==> config.mk <==
export PLATFORM = sky130hd
export DESIGN_NAME = btn_cmd_conditioner_flat
export DESIGN_NICKNAME = d
export VERILOG_FILES = /design/src/rtl/btn_cmd_conditioner_if.sv /design/src/rtl/btn_cmd_conditioner.sv /design/src/flat_wrapper.sv
export SDC_FILE = /design/constraint.sdc
export NUM_CORES = 1
export LEC_CHECK = 0
export CAP_MARGIN = 30
export CORE_MARGIN = 4
export CORE_UTILIZATION = 60
export DETAILED_ROUTE_END_ITERATION = 10
export HOLD_SLACK_MARGIN = 0.02
export PLACE_DENSITY = 0.88
export SLEW_MARGIN = 20
export SYNTH_ARGS = -nofsm -noshare
export SYNTH_HDL_FRONTEND = slang
export SYNTH_SLANG_ARGS = --single-unit
==> constraint.sdc <==
create_clock -name clk -period 7.41 [get_ports clk]
set_clock_uncertainty 0.15 [all_clocks]
set_input_delay 0.741 -clock clk [delete_from_list [all_inputs] [get_ports clk]]
set_output_delay 0.741 -clock clk [all_outputs]
set_load 0.1 [all_outputs]
==> src/rtl/btn_cmd_conditioner_if.sv <==
// Bundle between the pushbutton/switch front end and the memory command writer.
// The master side drives the raw board inputs and observes the command outputs.
// The slave side is the conditioner itself.
interface btn_cmd_conditioner_if;
    logic [2:0] btn_n_in;   // raw pushbuttons, active-low, asynchronous
    logic [7:0] sw_in;      // raw slide switches, asynchronous
    logic [2:0] btn;        // active-low command code, 3'b111 when idle
    logic [7:0] bytePos;    // byte position captured on a bit2 command
    logic       busy;       // high whenever the sequencer is not idle

    modport master (
        output btn_n_in,
        output sw_in,
        input  btn,
        input  bytePos,
        input  busy
    );

    modport slave (
        input  btn_n_in,
        input  sw_in,
        output btn,
        output bytePos,
        output busy
    );
endinterface

==> src/rtl/btn_cmd_conditioner.sv <==
// Pushbutton/switch front end for the memory command writer.
// Raw buttons are synchronized and debounced. A debounced press becomes exactly
// one command code on the active-low btn bus. The code is held for PULSE_CYCLES
// cycles, and the next command is accepted only after every button has been
// released. bytePos is captured from the synchronized switches, and only on a
// bit2 command.
//
// state    | meaning
// ---------+-----------------------------------------------------------
// IDLE     | btn=111, waiting for a debounced press
// PULSE    | driving the winning command code for PULSE_CYCLES cycles
// WAIT_REL | btn=111, waiting until all debounced buttons are released
//
// CNT_W must satisfy 2^CNT_W > max(DEBOUNCE_CYCLES, PULSE_CYCLES).
module btn_cmd_conditioner #(
    parameter int DEBOUNCE_CYCLES = 500000,
    parameter int PULSE_CYCLES    = 1,
    parameter int CNT_W           = 20
) (
    input  logic                  clk,
    input  logic                  rst,
    btn_cmd_conditioner_if.slave  bus
);

    localparam logic [CNT_W-1:0] DB_LAST    = CNT_W'(DEBOUNCE_CYCLES - 1);
    localparam logic [CNT_W-1:0] PULSE_LAST = CNT_W'(PULSE_CYCLES - 1);
    localparam logic [CNT_W-1:0] CNT_ONE    = CNT_W'(1);
    localparam logic [2:0]       CODE_IDLE  = 3'b111;

    typedef enum logic [1:0] {
        IDLE     = 2'd0,
        PULSE    = 2'd1,
        WAIT_REL = 2'd2
    } state_t;

    // Synchronizer flops. Buttons rest at 1 (released); switches rest at 0.
    logic [2:0]       btn_meta_q;
    logic [2:0]       btn_sync_q;
    logic [7:0]       sw_meta_q;
    logic [7:0]       sw_sync_q;

    // Debounce state, one counter per button.
    logic [2:0]       db_q;
    logic [2:0]       db_d;
    logic [2:0]       db_prev_q;
    logic [CNT_W-1:0] db_cnt_q [3];
    logic [CNT_W-1:0] db_cnt_d [3];

    // Press strobes and arbitration result.
    logic [2:0]       press;
    logic [2:0]       win_code;
    logic             win_bit2;

    // Sequencer state and registered outputs.
    state_t           state_q;
    state_t           state_d;
    logic [CNT_W-1:0] pulse_cnt_q;
    logic [CNT_W-1:0] pulse_cnt_d;
    logic [2:0]       btn_q;
    logic [2:0]       btn_d;
    logic [7:0]       bytepos_q;
    logic [7:0]       bytepos_d;
    logic             busy_q;
    logic             busy_d;

    // Two-flop synchronizers for the asynchronous buttons and switches.
    always_ff @(posedge clk or posedge rst) begin
        if (rst) begin
            btn_meta_q <= 3'b111;
            btn_sync_q <= 3'b111;
            sw_meta_q  <= 8'h00;
            sw_sync_q  <= 8'h00;
        end else begin
            btn_meta_q <= bus.btn_n_in;
            btn_sync_q <= btn_meta_q;
            sw_meta_q  <= bus.sw_in;
            sw_sync_q  <= sw_meta_q;
        end
    end

    // Debounce: a level moves only after DEBOUNCE_CYCLES consecutive cycles
    // of disagreement. A single agreeing cycle restarts the count.
    always_comb begin
        db_d = db_q;
        for (int i = 0; i < 3; i++) begin
            if (btn_sync_q[i] == db_q[i]) begin
                db_cnt_d[i] = '0;
            end else if (db_cnt_q[i] == DB_LAST) begin
                db_d[i]     = btn_sync_q[i];
                db_cnt_d[i] = '0;
            end else begin
                db_cnt_d[i] = db_cnt_q[i] + CNT_ONE;
            end
        end
    end

    // Debounce registers. db_prev_q is one cycle behind, for falling-edge detection.
    always_ff @(posedge clk or posedge rst) begin
        if (rst) begin
            db_q      <= 3'b111;
            db_prev_q <= 3'b111;
            for (int i = 0; i < 3; i++) begin
                db_cnt_q[i] <= '0;
            end
        end else begin
            db_q      <= db_d;
            db_prev_q <= db_q;
            for (int i = 0; i < 3; i++) begin
                db_cnt_q[i] <= db_cnt_d[i];
            end
        end
    end

    // A press is a one-cycle strobe when a debounced level falls from 1 to 0.
    assign press = db_prev_q & ~db_q;

    // Fixed-priority arbitration (bit0 > bit1 > bit2). Losing presses are dropped.
    always_comb begin
        win_code = CODE_IDLE;
        win_bit2 = 1'b0;
        if (press[0]) begin
            win_code = 3'b110;
        end else if (press[1]) begin
            win_code = 3'b101;
        end else if (press[2]) begin
            win_code = 3'b011;
            win_bit2 = 1'b1;
        end
    end

    // Next-state logic and next values for the registered outputs.
    always_comb begin
        state_d     = state_q;
        pulse_cnt_d = pulse_cnt_q;
        btn_d       = btn_q;
        bytepos_d   = bytepos_q;

        case (state_q)
            IDLE: begin
                btn_d       = CODE_IDLE;
                pulse_cnt_d = '0;
                if (|press) begin
                    btn_d   = win_code;
                    state_d = PULSE;
                    // The switch value is captured in the same edge that loads the code.
                    if (win_bit2) begin
                        bytepos_d = sw_sync_q;
                    end
                end
            end

            PULSE: begin
                if (pulse_cnt_q == PULSE_LAST) begin
                    btn_d       = CODE_IDLE;
                    pulse_cnt_d = '0;
                    state_d     = WAIT_REL;
                end else begin
                    pulse_cnt_d = pulse_cnt_q + CNT_ONE;
                end
            end

            WAIT_REL: begin
                btn_d = CODE_IDLE;
                // Press strobes are ignored here. Wait for every button to be released.
                if (&db_q) begin
                    state_d = IDLE;
                end
            end

            default: begin
                btn_d       = CODE_IDLE;
                pulse_cnt_d = '0;
                state_d     = IDLE;
            end
        endcase

        // busy is registered from the next state, so it rises with the code.
        busy_d = (state_d != IDLE);
    end

    // Sequencer state and output registers.
    always_ff @(posedge clk or posedge rst) begin
        if (rst) begin
            state_q     <= IDLE;
            pulse_cnt_q <= '0;
            btn_q       <= CODE_IDLE;
            bytepos_q   <= 8'h00;
            busy_q      <= 1'b0;
        end else begin
            state_q     <= state_d;
            pulse_cnt_q <= pulse_cnt_d;
            btn_q       <= btn_d;
            bytepos_q   <= bytepos_d;
            busy_q      <= busy_d;
        end
    end

    assign bus.btn     = btn_q;
    assign bus.bytePos = bytepos_q;
    assign bus.busy    = busy_q;

endmodule

==> src/flat_wrapper.sv <==
// flat-port wrapper written by rule: the top's interface ports become plain ports
module btn_cmd_conditioner_flat 
#(
    parameter int DEBOUNCE_CYCLES = 500000,
    parameter int PULSE_CYCLES    = 1,
    parameter int CNT_W           = 20
)
  (clk, rst, bus_btn_n_in, bus_sw_in, bus_btn, bus_bytePos, bus_busy);
  btn_cmd_conditioner_if bus_i ();
  input  logic clk;
  input  logic rst;
  input wire logic [$bits(bus_i.btn_n_in)-1:0] bus_btn_n_in;
  input wire logic [$bits(bus_i.sw_in)-1:0] bus_sw_in;
  output wire logic [$bits(bus_i.btn)-1:0] bus_btn;
  output wire logic [$bits(bus_i.bytePos)-1:0] bus_bytePos;
  output wire logic [$bits(bus_i.busy)-1:0] bus_busy;
  assign bus_i.btn_n_in = bus_btn_n_in;
  assign bus_i.sw_in = bus_sw_in;
  assign bus_btn = bus_i.btn;
  assign bus_bytePos = bus_i.bytePos;
  assign bus_busy = bus_i.busy;
  btn_cmd_conditioner #(.DEBOUNCE_CYCLES(DEBOUNCE_CYCLES), .PULSE_CYCLES(PULSE_CYCLES), .CNT_W(CNT_W)) u_core (.clk(clk), .rst(rst), .bus(bus_i));
endmodule
==> impl_results.md, run 1 <==
* Status: finished, final reports clean
* Cell accounting for the most synthesized area: dfrtp_1
* Setup crit end kind: primary output
* Vias/cell at 5.963
* Hold-fix buffer count after cts at 0
* DRC at 0
* Worst-path fanout max at 2
* Core Area at 8763 sq um
* Gr ovfl total at 0
* Final setup margin at 4.323 ns
* Post-Syn Area at 5454 sq um
* Final HPWL DP at 6901 um
* Antenna violations before repair at 0
* Critical path depth in cells at 1
* LEAKAGE at 2.718 nW
* Fin crit share at 41.65%
* Critical path arrival at 2.20 ns
* Final hold violations at 0
* R2R Path End: u_core.pulse_cnt_q[5]
* Buf/Inv on CP at 1
* Cells along the critical path: clkdlybuf4s50_1
* Final setup viols at 0
* Yosys warnings at 0
* DR pass1 iterations at 5
* Slowest-stage cell, CP: clkdlybuf4s50_1
* Mux contribution to synthesized area at 2.661%
* H-tree depth at 4
* Syn_nets at 535
* Req. time, crit path at 6.52 ns
* R2R cell count at 7
* Vias in the first global route at 4076
* Synth Flop Type: dfrtp_1
* EDFF count, synth at 0
* Post_cts resized at 0
* Drt wl/cell at 17.97 um
* CP startpoint kind: flip-flop
* Post-synthesis adder-cell area fraction at 1.147%
* Peak VDD IR at 0.1889 mV
* Critical path class: flip-flop to primary output
* Sequential-to-total area share from yosys stat at 56.32%
* Largest family of logic cells by synthesized area: simple AND/OR/NAND/NOR gates
* Via count at 4001
* Top post-synthesis cells by area: dfrtp_1, dfstp_2, xor2_1
* Clk pin slew, worst setup/hold paths at 0.07 ns
* Final nets at 568
* Clk_lat worst skew at 0.52 ns
* Max-slew violations at 0
* Compound-Gate Fraction of Synth Area at 4.267%
* Area Overhead vs Synth at 17.32%
* Hold Path Class: flip-flop to flip-flop
* Post-DRT Antenna Nets at 0
* FMAX at 324.0 MHz
* Critical path endpoint: bus_btn[2]
* Height of the die at 103.3 um
* Worst path top cell family by delay: buffers and inverters
* Flops & latches, synth at 122
* Die X at 103.3 um
* CTS buffer count at 17
* Final cell count without fillers at 671
* Layout cells sized above 1 at 12.08%
* XOR/XNOR Fraction of Synth Area at 9.314%
* Max Cap Viol at 0
* Die ar. at 10680 sq um
* Setup TNS at 0 ns
* RSZ-0062 raised after global routing: no
* Post-layout min period at 3.087 ns
* Initial Utilization at 62.24%
* First-pass GRT wire length at 19510 um
* Reg2reg start: u_core.pulse_cnt_q[0]
* Crit path from: u_core.bus.btn[2]
* Max incr delay on CP at 1.14 ns
* PortBufs at 24
* CTS Buffer Depth at 2
* TritonCTS clock tree: done
* Post-CTS Setup Bufs at 0
* Num rows at 34
* Place WS at 4.677 ns
* Dpl cells at 638
* Top Ports at 25
* Pin count of the biggest net entering global routing at 85
* Least-Margin Pin Slew at 0.9958 ns
* Syn Inst Count at 517
* Placed Area at 5758 sq um
* Slew headroom at 33.41%
* Final Wtd Congestion at 0.8448
* Post-Syn Area per Cell at 10.55 sq um
* Simple-Gate Fraction of Synth Area at 23.49%
* Post-Route WL at 12060 um
* Root buf cell: clkbuf_8
* Antenna cells at 0
* Non-Filler Cell Area, Final at 6399 sq um
* Post-synth top area share at 49.09%
* R2R Setup Slk at 4.91 ns
* Overall power at 0.001575 W
* CTS Sinks at 122
* Power density over the cells at 246.1 nW/um^2
* Distinct cells, synth at 44
* GRT Total Usage at 23.81%
* Fraction of registers with async set or reset after synthesis at 100.0%
* Initial detailed-routing violation count at 231
-- final cells by class --
class	count	area (sq um)
clock inverter	15	198.9
multi-input combinational	365	2230
tap	108	135.1
inverter	17	66.31
fill	540	2365
sequential	122	3072
clock buffer	17	414.1
timing repair buffer	27	282.8
-- stage by stage --
step	util (%)	hold WS [ns]
global route	73.02	0.2018
CTS	72.70	0.1966
floorplan	-	0.1812
global placement	65.62	0.1818
detailed placement	65.71	0.1847
finish	73.02	0.1993
-- synthesized netlist by cell type (all sizes together) (3+ instances only) --
library cell    n
xnor2          24
nand2          43
inv            17
nand2b          4
xor2           34
dfrtp         107
nand3          31
buf             8
a21oi          11
and3           11
ha              5
nor2           77
o21ai          18
nor4b           6
nor3           15
and4            9
clkbuf          5
nand4          23
nor2b           4
a21o            4
mux2           12
nor4            8
dfstp          15
nor3b           3
or3             7
-- kinds of logic after synthesis --
kind of cell / after synthesis
adder cells (fa/ha/maj): 5
XOR/XNOR: 58
AND/OR/NAND/NOR: 249
flip-flops: 122
AO/OA/AOI/OAI: 40
buffers and inverters: 30
multiplexers: 13
-- layer usage --
layer / routed length (um) / up-vias / track usage [%]
met5: 0 / - / 0
met4: 323 / 0 / 7.869
met3: 527 / 28 / 6.707
met2: 6310 / 135 / 40.93
met1: 4895 / 1976 / 28.95
li1: - / 1862 / -
-- worst min path at each step --
stage	to	from	cells past startpoint	slack, ns
floorplan	u_core.sw_sync_q[0]	u_core.sw_meta_q[0]	0	0.18
global placement	u_core.sw_sync_q[7]	u_core.sw_meta_q[7]	0	0.18
detailed placement	u_core.sw_sync_q[3]	u_core.sw_meta_q[3]	0	0.18
CTS	u_core.sw_sync_q[1]	u_core.sw_meta_q[1]	0	0.20
global route	u_core.btn_sync_q[0]	u_core.btn_meta_q[0]	0	0.20
finish	u_core.sw_sync_q[3]	u_core.sw_meta_q[3]	0	0.20
-- placed cells by master (no fill, tap or decap), types with 7 or more instances in the layout --
cell,n
dfrtp_1,107
nor2_1,77
nand2_1,43
xor2_1,34
nand3_1,31
xnor2_1,24
clkdlybuf4s50_1,24
nand4_1,23
o21ai_0,18
inv_1,16
clkbuf_16,16
nor3_1,15
dfstp_2,15
mux2_2,12
a21oi_1,11
and3_1,10
and4_1,9
or3_1,7
-- sequential cells by signal, indices dropped and copies added, names as in the netlist, 3 cells and up --
register	cells
u_core.btn_meta_q	3
u_core.btn_sync_q	3
u_core.bus.btn	3
u_core.bus.bytePos	8
u_core.db_cnt_q	60
u_core.db_prev_q	3
u_core.db_q	3
u_core.pulse_cnt_q	20
u_core.sw_meta_q	8
u_core.sw_sync_q	8
-- power by group --
part / leakage, nW / internal (W) / switching [W]
Clock: 0.293 / 0.000525 / 0.000330
Combinational: 0.818 / 0.0000122 / 0.0000226
Sequential: 1.61 / 0.000678 / 0.00000671
Total: 2.72 / 0.00122 / 0.000359
Power figures use the tool's default switching activity.
==> run 2: changes to the inputs <==
Clock period 7.41 ns to 2.97 ns, I/O delays scaled along.
==> run 2 against run 1 <==
Net effect: global-route usage down 1.2 points; sequential power up 150%; clock-buffer cell count up 1; die area unchanged; wire length down 8.8%; sequential share of layout area up 0.066 points; critical path depth up 6; via count down 2.0%.
==> impl_results.md, run 2 (synthesis results as in run 1) <==
* Status: finished, final reports clean
* Slowest-stage cell, CP: dfrtp_1
* Final nets at 571 (+0.53%)
* Hold Path Class: input pin to flip-flop
* Initial detailed-routing violation count at 283 (+23%)
* Placed Area at 5749 sq um (-0.15%)
* Via count at 3920 (-2.0%)
* Initial Utilization at 62.24% (unchanged)
* Clk_lat worst skew at 0.52 ns (about the same)
* Num rows at 34 (unchanged)
* Dpl cells at 639 (+0.16%)
* TritonCTS clock tree: done
* Non-Filler Cell Area, Final at 6390 sq um (-0.14%)
* PortBufs at 24 (unchanged)
* Commonest non-fill, non-tap cell in the layout: dfrtp_1
* GRT Total Usage at 22.64% (-1.2 points)
* Die ar. at 10680 sq um (unchanged)
* Final Wtd Congestion at 0.9310 (+10%)
* Largest register FFs at 60 (unchanged)
* Post-Route WL at 10990 um (-8.8%)
* H-tree depth at 4 (unchanged)
* Post-layout min period at 2.281 ns
* Final setup viols at 0 (unchanged)
* Max incr delay on CP at 0.45 ns (-0.69 ns)
* Peak VDD IR at 0.7952 mV (+320%)
* Fin crit share at 76.81%
* Setup TNS at 0 ns (unchanged)
* Slew headroom at 40.05% (+6.6 points)
* CTS buffer count at 17 (unchanged)
* Cells along the critical path: inv_1 -> ha_1 -> nor4b_1 -> and4_1 -> a21o_1 -> o21ai_0 -> a22o_1
* Max-slew violations at 0 (unchanged)
* DR pass1 iterations at 5 (unchanged)
* Worst path top cell family by delay: compound AO/OA/AOI/OAI gates
* Final HPWL DP at 6769 um (-1.9%)
* Die X at 103.3 um (unchanged)
* Post_cts resized at 0 (unchanged)
* Setup crit end kind: flip-flop
* Buf/Inv on CP at 1 (unchanged)
* FMAX at 438.4 MHz
* Antenna cells at 0 (unchanged)
* LEAKAGE at 2.743 nW (+0.95%)
* Height of the die at 103.3 um (unchanged)
* RSZ-0062 raised after global routing: no
* Layout cells sized above 1 at 14.13% (+2.1 points)
* DRC at 0 (unchanged)
* Pin count of the biggest net entering global routing at 123 (+45%)
* Power density over the cells at 610.0 nW/um^2 (+150%)
* Max Cap Viol at 0 (unchanged)
* Least-Margin Pin Slew at 0.8924 ns (-0.1034 ns)
* Req. time, crit path at 3.23 ns (-3.29 ns)
* Hold-fix buffer count after cts at 3 (+3)
* Root buf cell: clkbuf_8
* Area Overhead vs Synth at 17.16%
* First-pass GRT wire length at 18720 um (-4.1%)
* Most flops, register: u_core.db_cnt_q
* Top Registers: u_core.db_cnt_q (60), u_core.pulse_cnt_q (20)
* Critical path class: flip-flop to flip-flop
* Core Area at 8763 sq um (unchanged)
* Vias in the first global route at 3921 (-3.8%)
* Drt wl/cell at 16.31 um (-9.2%)
* Worst-path fanout max at 15 (+13)
* Top Ports at 25 (unchanged)
* Critical path arrival at 2.54 ns (+0.34 ns)
* Gr ovfl total at 0 (unchanged)
* Clk pin slew, worst setup/hold paths at 0.06 ns (about the same)
* Most frequent cells in the layout: dfrtp_1, nor2_1, nand2_1
* Final hold violations at 0 (unchanged)
* Post-CTS Setup Bufs at 0 (unchanged)
* Antenna violations before repair at 0 (unchanged)
* CTS Sinks at 122 (unchanged)
* Vias/cell at 5.816 (-2.5%)
* Post-DRT Antenna Nets at 0 (unchanged)
* Final cell count without fillers at 674 (+0.45%)
* Filler cell count in the final layout at 533 (-1.3%)
* CP startpoint kind: flip-flop
* CTS Buffer Depth at 2 (unchanged)
==> run 2: worst paths after layout <==
check	cells past startpoint	end	start	slack, ns
min	1	u_core.sw_meta_q[4]	bus_sw_in[4]	0.06
min in group asynchronous	3	u_core.db_cnt_q[50]	rst	0.14
min reg2reg	0	u_core.sw_sync_q[5]	u_core.sw_meta_q[5]	0.20
max in group asynchronous	3	u_core.sw_sync_q[3]	rst	2.06
max	7	u_core.pulse_cnt_q[14]	u_core.pulse_cnt_q[0]	0.69
max reg2reg	7	u_core.pulse_cnt_q[14]	u_core.pulse_cnt_q[0]	0.69
==> run 2: layout make-up <==
class | instances | area (sq um) | share of cell area [%]
Clock inverter | 14 | 182.7 | 2.859
Clock buffer | 18 | 427.9 | 6.697
Sequential cell | 122 | 3072 | 48.07
Inverter | 17 | 67.56 | 1.057
Tap cell | 108 | 135.1 | 2.115
Multi-Input combinational cell | 365 | 2230 | 34.89
Timing Repair Buffer | 30 | 275.3 | 4.308
==> run 2: metal layers <==
| layer | track usage, % | up-vias | share of wire, % |
|---|---|---|---|
| met4 | 6.076 | 0 | 1.3 |
| met1 | 28.35 | 1921 | 42 |
| met2 | 37.89 | 110 | 52 |
| met3 | 7.512 | 21 | 4.3 |
| met5 | 0 | - | 0 |
| li1 | - | 1868 | - |
==> run 2: power by group <==
group	switching (W)	total, W	leakage, nW	internal, W
Clock	0.000785	0.00210	0.295	0.00132
Combinational	0.0000544	0.0000854	0.841	0.0000310
Sequential	0.0000159	0.00171	1.61	0.00169
Total	0.000855	0.00390	2.74	0.00304
==> run 2: metrics by stage <==
step | utilization [%] | total power [W] | hold slack [ns] | worst slack [ns]
after detailed placement | 65.61 | 0.001820 | 0.1856 | 0.7260
after global routing | 72.92 | 0.004036 | 0.02625 | 0.4407
after CTS | 72.92 | 0.003924 | 0.04385 | 0.6946
after floorplan | - | 0.001790 | 0.1515 | 1.038
after global placement | 65.61 | 0.001816 | 0.1817 | 0.8099
final | 72.92 | 0.003898 | 0.05686 | 0.6888
==> run 3: changes to the inputs <==
Clock period 2.97 ns to 2.2 ns, I/O delays scaled along.
==> run 3 against run 2 <==
Net effect: critical path depth increased by 1; non-clock buffer count is 27 higher; clock-buffer cell count shrank 1; die area is the same; clock power is 26% higher; utilization rose by 2.8 points; wire length grew 20%.
==> impl_results.md, run 3 (synthesis results as in run 1) <==
* Clk_lat worst skew at 0.52 ns (about the same)
* Height of the die at 103.3 um (unchanged)
* Die ar. at 10680 sq um (unchanged)
* Vias in the first global route at 4404 (+12%)
* Status: finished, final reports clean
* Vias/cell at 6.120 (+5.2%)
* Initial Utilization at 62.24% (unchanged)
* Hold-critical path depth at 0 (-1)
* Clk pin slew, worst setup/hold paths at 0.07 ns (about the same)
* DR pass1 iterations at 5 (unchanged)
* Overall power at 0.005095 W (+31%)
* Dpl cells at 655 (+2.5%)
* TritonCTS clock tree: done
* Core Area at 8763 sq um (unchanged)
* Reg2reg start: u_core.pulse_cnt_q[0]
* Max-slew violations at 0 (unchanged)
* H-tree depth at 4 (unchanged)
* Worst hold margin at 0.1991 ns (+0.1423 ns)
* Fin crit share at 95.88% (+19 points)
* Via count at 4290 (+9.4%)
* Slew headroom at 54.70% (+15 points)
* PortBufs at 24 (unchanged)
* DRC at 0 (unchanged)
* Final Wtd Congestion at 0.9201 (-1.2%)
* CTS buffer count at 17 (unchanged)
* CP startpoint kind: flip-flop
* Critical path class: flip-flop to flip-flop
* Req. time, crit path at 2.46 ns (-0.77 ns)
* Final hold violations at 0 (unchanged)
* Setup crit end kind: flip-flop
* Largest register FFs at 60 (unchanged)
* Commonest non-fill, non-tap cell in the layout: dfrtp_1
* Max Cap Viol at 0 (unchanged)
* Post-layout min period at 2.109 ns (-0.1718 ns)
* Power density over the cells at 767.5 nW/um^2 (+26%)
* Layout cells sized above 1 at 17.71% (+3.6 points)
* Final cell count without fillers at 701 (+4.0%)
* FMAX at 474.1 MHz (+8.1%)
* Hold path start: u_core.sw_meta_q[3]
* Pin count of the biggest net entering global routing at 53 (-57%)
* Post-DRT Antenna Nets at 0 (unchanged)
* Top Ports at 25 (unchanged)
* LEAKAGE at 2.881 nW (+5.0%)
* Most flops, register: u_core.db_cnt_q
* GRT Total Usage at 26.61% (+4.0 points)
* Num rows at 34 (unchanged)
* Final HPWL DP at 7118 um (+5.2%)
* First-pass GRT wire length at 21920 um (+17%)
* Final core occ at 75.74% (+2.8 points)
* Area Overhead vs Synth at 21.70%
* Hold EP: u_core.sw_sync_q[3]
* Antenna cells at 0 (unchanged)
* Least-Margin Pin Slew at 0.6743 ns (-0.2181 ns)
* Worst-path fanout max at 6 (-9)
* R2R Setup Slk at 0.09 ns (-0.60 ns)
* Post-Route WL at 13140 um (+20%)
* Most frequent cells in the layout: dfrtp_1, nor2_1, nand2_1
* Setup TNS at 0 ns (unchanged)
* Die X at 103.3 um (unchanged)
* Final setup viols at 0 (unchanged)
* Antenna violations before repair at 0 (unchanged)
* Top Registers: u_core.db_cnt_q (60), u_core.pulse_cnt_q (20)
* Drt wl/cell at 18.75 um (+15%)
* R2R cell count at 8 (+1)
* CTS Buffer Depth at 2 (unchanged)
* Hold Path Class: flip-flop to flip-flop
* Critical path arrival at 2.37 ns (-0.17 ns)
* Peak VDD IR at 0.4978 mV (-37%)
* R2R Path End: u_core.pulse_cnt_q[14]
* CTS Sinks at 122 (unchanged)
* Initial detailed-routing violation count at 290 (+2.5%)
* Gr ovfl total at 0 (unchanged)
* Root buf cell: clkbuf_8
* Final nets at 598 (+4.7%)
[run 3: cell count changes in the layout (fill, tap and decap cells not counted), moves of 2 or more]
cell           delta
buf_4            +16
dlygate4sd3_1     +9
bufinv_16         -3
inv_8             +3
buf_12            +2
nor4_1            -2
[run 3: layout make-up]
cell class                 instances  area [sq um]
multi-input combinational        365          2277
clock buffer                      17         414.1
sequential                       122          3072
timing repair buffer              57         525.5
tap                              108         135.1
fill                             486          2126
inverter                          17         67.56
clock inverter                    15         146.4
[run 3: worst max-delay path: stages (launching register included)]
cell	delay, ns
dfrtp_1	0.37
buf_4	0.15
ha_1	0.22
nand3_2	0.15
buf_4	0.18
nand3b_1	0.28
nor2_1	0.17
o21ai_0	0.09
a22o_1	0.24
[run 3: what timing repair did]
item                                   in CTS  in global routing
buffers inserted                            0                  2
setup endpoints to repair                   5                 22
hold buffers                               12                  0
pin swaps                                   0                  3
endpoints found under the hold margin      24                  0
resized for setup                           2                  8
[run 3: power by group]
part,internal [W],leakage (nW),switching (W)
clock network,0.00145,0.271,0.00120
logic,0.0000625,1.00,0.0000815
registers,0.00228,1.61,0.0000220
total,0.00379,2.88,0.00130
[run 3: worst max-delay path by stage]
stage | slack [ns] | from | end | cells after the start
global placement | 0.09 | u_core.pulse_cnt_q[1] | u_core.pulse_cnt_q[14] | 7
global route | -0.02 | u_core.pulse_cnt_q[0] | u_core.pulse_cnt_q[14] | 8
detailed placement | -0.02 | u_core.pulse_cnt_q[1] | u_core.pulse_cnt_q[14] | 7
CTS | 0.008 | u_core.pulse_cnt_q[1] | u_core.pulse_cnt_q[18] | 8
finish | 0.09 | u_core.pulse_cnt_q[0] | u_core.pulse_cnt_q[14] | 8
floorplan | 0.27 | u_core.db_q[0] | u_core.bus.bytePos[0] | 4
[run 3: stage by stage]
step           setup slack (ns)  area [sq um]
3_5_place_dp           -0.01982          5894
4_1_cts                0.007877          6579
6_report                0.09061          6638
3_3_place_gp            0.08747          5894
5_1_grt                -0.02410          6638
2_1_floorplan            0.2713          5458
[run 3: metal layers]
| layer | routed length [um] | track usage (%) | vias to the layer above | share of wire, % |
|---|---|---|---|---|
| met5 | 0 | 0 | - | 0 |
| met4 | 406 | 10.06 | 0 | 3.1 |
| met3 | 742 | 7.378 | 44 | 5.6 |
| met2 | 6843 | 44.61 | 203 | 52 |
| met1 | 5149 | 32.94 | 2132 | 39 |
| li1 | - | - | 1911 | - |
